===== src/rtl/uart_sched_pkg.sv =====
// Shared definitions for the UART transmit scheduler: FSM encodings, word width
// and the MSB-first byte extraction helper.
package uart_sched_pkg;

    localparam int         WORD_W            = 32;
    localparam logic [7:0] DEFAULT_TERM_BYTE = 8'h0A;

    typedef logic [2:0] state_t;

    localparam state_t IDLE    = 3'd0;
    localparam state_t LOAD    = 3'd1;
    localparam state_t START   = 3'd2;
    localparam state_t WAIT_HI = 3'd3;
    localparam state_t WAIT_LO = 3'd4;
    localparam state_t NEXT    = 3'd5;

    // Byte 0 is the most significant byte of the captured word.
    function automatic logic [7:0] word_byte(input logic [WORD_W-1:0] word,
                                             input logic [1:0]        sel);
        logic [7:0] b;
        case (sel)
            2'd0:    b = word[31:24];
            2'd1:    b = word[23:16];
            2'd2:    b = word[15:8];
            2'd3:    b = word[7:0];
            default: b = word[31:24];
        endcase
        return b;
    endfunction

endpackage


===== src/rtl/uart_tx_scheduler_rr_arbiter.sv =====
// Combinational round-robin arbiter: grants the first request found at or after
// ptr, wrapping modulo N.
module rr_arbiter #(
    parameter int N  = 2,
    parameter int PW = $clog2(N)
) (
    input  logic [N-1:0]  req,
    input  logic [PW-1:0] ptr,
    output logic [N-1:0]  grant,
    output logic [PW-1:0] grant_idx,
    output logic          any
);

    logic [PW-1:0] k_s;
    logic          hit_s;

    // Walk the requests starting at ptr; the first hit wins.
    always_comb begin
        grant     = '0;
        grant_idx = '0;
        any       = 1'b0;
        k_s       = '0;
        hit_s     = 1'b0;
        for (int i = 0; i < N; i++) begin
            k_s        = PW'((int'(ptr) + i) % N);
            hit_s      = req[k_s] & ~any;
            grant[k_s] = hit_s;
            grant_idx  = hit_s ? k_s : grant_idx;
            any        = any | hit_s;
        end
    end

endmodule


===== src/rtl/uart_tx_scheduler.sv =====
// Shares one uart_transmitter between N_REQ word producers: captures a word from the
// round-robin winner and feeds it out MSB-first one byte per transmitter frame.
module uart_tx_scheduler
    import uart_sched_pkg::*;
#(
    parameter int         N_REQ         = 2,
    parameter int         WORD_BYTES    = 4,
    parameter int         TERM_EN       = 1,
    parameter logic [7:0] TERM_BYTE     = DEFAULT_TERM_BYTE,
    parameter int         BUSY_WAIT_MAX = 16
) (
    input  logic                          clk,
    input  logic                          i_reset,
    input  logic [N_REQ-1:0]              i_req,
    input  logic [N_REQ-1:0][WORD_W-1:0]  i_word,
    output logic [N_REQ-1:0]              o_grant,
    output logic                          o_start_uart,
    output logic [7:0]                    o_uart_data,
    input  logic                          i_tx_busy,
    output logic                          o_busy,
    output logic                          o_err
);

    localparam int PTR_W = $clog2(N_REQ);
    localparam int IDX_W = $clog2(WORD_BYTES + 2);
    localparam int CNT_W = $clog2(BUSY_WAIT_MAX + 1);

    localparam logic [IDX_W-1:0] LAST_IDX = IDX_W'(WORD_BYTES + TERM_EN - 1);
    localparam logic [IDX_W-1:0] TERM_IDX = IDX_W'(WORD_BYTES);
    localparam logic [CNT_W-1:0] CNT_LAST = CNT_W'(BUSY_WAIT_MAX - 1);
    localparam logic [PTR_W-1:0] PTR_LAST = PTR_W'(N_REQ - 1);

    state_t              state_r;
    state_t              state_s;
    logic [PTR_W-1:0]    rr_ptr_r;
    logic [IDX_W-1:0]    byte_idx_r;
    logic [CNT_W-1:0]    wait_cnt_r;
    logic [WORD_W-1:0]   shadow_r;

    logic [N_REQ-1:0]    grant_oh_s;
    logic [PTR_W-1:0]    grant_idx_s;
    logic                any_req_s;

    rr_arbiter #(
        .N  (N_REQ),
        .PW (PTR_W)
    ) u_arb (
        .req       (i_req),
        .ptr       (rr_ptr_r),
        .grant     (grant_oh_s),
        .grant_idx (grant_idx_s),
        .any       (any_req_s)
    );

    // Next-state decode of the byte sequencer.
    always_comb begin
        state_s = state_r;
        case (state_r)
            IDLE: begin
                if (any_req_s) begin
                    state_s = LOAD;
                end else begin
                    state_s = IDLE;
                end
            end
            LOAD:    state_s = START;
            START:   state_s = WAIT_HI;
            WAIT_HI: begin
                if (i_tx_busy) begin
                    state_s = WAIT_LO;
                end else if (wait_cnt_r == CNT_LAST) begin
                    state_s = NEXT;
                end else begin
                    state_s = WAIT_HI;
                end
            end
            WAIT_LO: begin
                if (!i_tx_busy) begin
                    state_s = NEXT;
                end else begin
                    state_s = WAIT_LO;
                end
            end
            NEXT: begin
                if (byte_idx_r == LAST_IDX) begin
                    state_s = IDLE;
                end else begin
                    state_s = LOAD;
                end
            end
            default: state_s = IDLE;
        endcase
    end

    // State register and the status outputs that mirror it.
    always_ff @(posedge clk) begin
        if (!i_reset) begin
            state_r      <= IDLE;
            o_busy       <= 1'b0;
            o_start_uart <= 1'b0;
        end else begin
            state_r      <= state_s;
            o_busy       <= (state_s != IDLE);
            // Start is issued from START so the data byte is already stable a cycle ahead.
            o_start_uart <= (state_r == START);
        end
    end

    // Capture, pointer rotation and grant pulse on each arbitration win.
    always_ff @(posedge clk) begin
        if (!i_reset) begin
            o_grant  <= '0;
            shadow_r <= '0;
            rr_ptr_r <= '0;
        end else if ((state_r == IDLE) && any_req_s) begin
            o_grant  <= grant_oh_s;
            shadow_r <= i_word[grant_idx_s];
            rr_ptr_r <= (grant_idx_s == PTR_LAST) ? '0 : grant_idx_s + PTR_W'(1);
        end else begin
            o_grant  <= '0;
        end
    end

    // Byte index, output data, busy-rise watchdog and sticky error.
    always_ff @(posedge clk) begin
        if (!i_reset) begin
            byte_idx_r  <= '0;
            o_uart_data <= 8'h00;
            wait_cnt_r  <= '0;
            o_err       <= 1'b0;
        end else begin
            case (state_r)
                IDLE: byte_idx_r <= '0;
                LOAD: begin
                    if (byte_idx_r == TERM_IDX) begin
                        o_uart_data <= TERM_BYTE;
                    end else begin
                        o_uart_data <= word_byte(shadow_r, byte_idx_r[1:0]);
                    end
                end
                START: wait_cnt_r <= '0;
                WAIT_HI: begin
                    if (!i_tx_busy && (wait_cnt_r == CNT_LAST)) begin
                        o_err <= 1'b1;
                    end else if (!i_tx_busy) begin
                        wait_cnt_r <= wait_cnt_r + CNT_W'(1);
                    end else begin
                        wait_cnt_r <= wait_cnt_r;
                    end
                end
                NEXT: begin
                    if (byte_idx_r != LAST_IDX) begin
                        byte_idx_r <= byte_idx_r + IDX_W'(1);
                    end else begin
                        byte_idx_r <= byte_idx_r;
                    end
                end
                default: byte_idx_r <= byte_idx_r;
            endcase
        end
    end

endmodule


===== config.mk =====
export PLATFORM = sky130hd
export DESIGN_NAME = uart_tx_scheduler
export DESIGN_NICKNAME = d
export VERILOG_FILES = /design/src/rtl/uart_sched_pkg.sv /design/src/rtl/uart_tx_scheduler_rr_arbiter.sv /design/src/rtl/uart_tx_scheduler.sv
export SDC_FILE = /design/constraint.sdc
export NUM_CORES = 1
export LEC_CHECK = 0
export ABC_CLOCK_PERIOD_IN_PS = 2200
export BUFFER_PORTS_ARGS = -buffer_cell sky130_fd_sc_hd__buf_2
export CELL_PAD_IN_SITES_DETAIL_PLACEMENT = 1
export CELL_PAD_IN_SITES_GLOBAL_PLACEMENT = 1
export CORE_MARGIN = 2
export CORE_UTILIZATION = 37
export DETAILED_ROUTE_END_ITERATION = 10
export GPL_ROUTABILITY_DRIVEN = 0
export HOLD_SLACK_MARGIN = 0.15
export PLACE_DENSITY = 0.79
export SYNTH_ARGS = -nofsm -noshare
export SYNTH_HDL_FRONTEND = slang
export SYNTH_SLANG_ARGS = --single-unit

===== constraint.sdc =====
create_clock -name clk -period 2.2 [get_ports clk]
set_input_delay 0.33 -clock clk [delete_from_list [all_inputs] [get_ports clk]]
set_output_delay 0.33 -clock clk [all_outputs]
set_load 0.01 [all_outputs]

==> results_dict.tcl <==
set metrics [dict create \
    status "complete, no violations" \
    path_clk_slew_ps 70 \
    yosysMostFrequentCell "dfxtp_1" \
    final.period_utilization 0.8135 \
    io_pins 82 \
    clock_skew_ps 9.103 \
    slew_headroom 0.5734 \
    postCtsHoldBufs 0 \
    syn_avg_cell_area_sq_um 8.997 \
    yosys.area.top_type "dfxtp_1" \
    synth_area_sq_um 2825 \
    setup_violations 0 \
    post_cts_buffers 0 \
    synth_area_leaders "dfxtp_1 40%, o32ai_1 10%, a21oi_1 9.0%" \
    tns_ps 0 \
    fp-row-count 31 \
    clock_latency_ps 340 \
    fmaxAchievable_mhz 558.8 \
    final_layout_size_suffix_gt1_frac 0.3000 \
    nets 451 \
    powerDensity_nw_per_um2 824.9 \
    initial_core_util 0.3854 \
    grt_max_degree 69 \
    wl_per_cell_um 17.67 \
    p_comb_frac 0.188 \
    path_max_fanout 13 \
    n_antenna_cell 0 \
    rsz0062_at_grt "false" \
    ys_warn_count 0 \
    grt_pass1_vias 2676 \
    htreeDepth 3 \
    area_growth_pct 24.49 \
    start_kind "register" \
    ctsRootBufferMaster "clkbuf_8" \
    crit_path_end_kind "register" \
    crit_required_ps 2470 \
    drv_cap 0 \
    grt.overflow.total 0 \
    peakVddDrop_mv 0.2755 \
    cp.arrival_ps 2060 \
    drtIter0Drc 113 \
    routed_wl_um 8464 \
    p_sw_mw 0.8279 \
    synthTopCellsByCount "57 x dfxtp_1, 51 x a21oi_1, 33 x o32ai_1" \
    ys_async_sr_fraction 0 \
    leakage_nw 1.371 \
    p_sw_frac 0.2854 \
    post_drt_via_cell_ratio 5.720 \
    synth.distinct_cells 45 \
    via_count 2740 \
    yosysSeqAreaShare 0.4039 \
    grtUsageTotal 0.2045 \
    place_hpwl_um 5986 \
    fp.dieH_um 91.38 \
    postCtsResizedCells 0 \
    cts_buffer_depth 2 \
    fin_total_pwr_mw 2.901 \
    worst_pin_slew_ps 639.9 \
    ys.flop_type "dfxtp_1" \
    cts_made_buffers 9 \
    clock_sinks 57 \
    synth_nets 390 \
    p_clk_frac 0.389 \
    ant_nets 0 \
    portBuffers 81 \
    die_w_um 91.38 \
    power.internal_mw 2.073 \
    fin_crit_ps 1790 \
    route.detailed.drc 0 \
    seqPwrFrac 0.424 \
    drv_slew 0 \
    synth_edf_count 0 \
    grt_pass1_wl_um 13610 \
    synthCells 314 \
    cts_tree "built" \
    worstHoldPathType "in -> reg" \
    hold_violations 0 \
    antenna_found_initial 0 \
    dieArea_sq_um 8350 \
    path_class "reg -> reg" \
    core_area_sq_um 7331 \
    synthDominantCellAreaShare 0.4039 \
    firstDrtPassIters 4 \
    yosys_register_bits 57 \
]
==> layout by cell type (no fill, tap or decap), drive strengths merged, types with 2 or more instances in the layout <==
master	count
buf	89
dfxtp	57
a21oi	51
o32ai	33
a211oi	32
clkbuf	11
inv	9
nor2b	9
ha	7
nor2	6
a22oi	6
a22o	6
nand2	5
nand3	4
mux2i	4
nor3	4
nand3b	3
o21a	3
o311ai	3
clkinv	3
and3	2
or3b	2
o21ai	2
a21bo	2
nor3b	2
a31oi	2
nor4b	2
or4	2
a222oi	2
o221a	2
bufinv	2
==> final cells by class <==
type / count / area [sq um]
Timing Repair Buffer: 89 / 490.5
Clock inverter: 5 / 77.57
Inverter: 10 / 37.54
Fill cell: 872 / 3814
Clock buffer: 11 / 151.4
Multi-Input combinational cell: 208 / 1495
Tap cell: 99 / 123.9
Sequential cell: 57 / 1141
==> registers in the layout, summed over array words and instances, names as in the netlist, 2 cells and up <==
name,cells
o_grant,2
o_uart_data,8
byte_idx_r,3
state_r,3
wait_cnt_r,5
shadow_r,32
==> critical path, cell delays in order, from the launching register on <==
cell and delay (ps):
dfxtp_1 620, nand3b_1 410, or4b_1 570, a21oi_1 130
==> per-layer routing <==
| layer | part of all wire | track usage |
|---|---|---|
| met5 | 0 | 0 |
| met1 | 0.48 | 0.2792 |
| met2 | 0.46 | 0.3131 |
| met4 | 0.020 | 0.08081 |
| met3 | 0.039 | 0.04398 |
==> power by group through the flow <==
| stage | combinational [mW] | sequential, mW | clock (mW) |
|---|---|---|---|
| 6_report | 0.545 | 1.23 | 1.13 |
| 5_1_grt | 0.606 | 1.24 | 1.19 |
| 4_1_cts | 0.549 | 1.23 | 1.13 |
| 3_5_place_dp | 0.545 | 1.25 | 0 |
| 3_3_place_gp | 0.521 | 1.25 | 0 |
| 2_1_floorplan | 0.366 | 1.22 | 0 |
==> path summary, 6_finish.rpt <==
check                                     end  cells after the start  slack, ps       start
worst max register to register  wait_cnt_r[1]                      3        410  state_r[1]
worst min-delay path                 rr_ptr_r                      2        260    i_req[1]
worst min register to register          o_err                      1        470       o_err
worst max-delay path            wait_cnt_r[1]                      3        410  state_r[1]
==> logic make-up (layout without fill, tap and decap cells) <==
family | count (synthesis) | count (layout) | synth area share
AO/OA/AOI/OAI | 150 | 150 | 0.3787
flip-flops | 57 | 57 | 0.4039
buffers and inverters | 49 | 115 | 0.06997
AND/OR/NAND/NOR | 46 | 46 | 0.09920
adder cells (fa/ha/maj) | 7 | 7 | 0.03100
multiplexers | 4 | 4 | 0.01417
XOR/XNOR | 1 | 1 | 0.003101
==> through the flow <==
stage	cell area, sq um	cells	hold slack, ps	worst slack (ps)	utilization
global route	3517	479	261.4	264.6	0.4798
CTS	3517	479	241.5	427.8	0.4798
global placement	3288	463	450.5	544.7	0.4485
detailed placement	3288	463	453.8	464.3	0.4485
floorplan	2825	314	446.1	532.1	-
finish	3517	479	261.9	410.4	0.4798
Note: power is estimated with default switching activity, not from simulation.
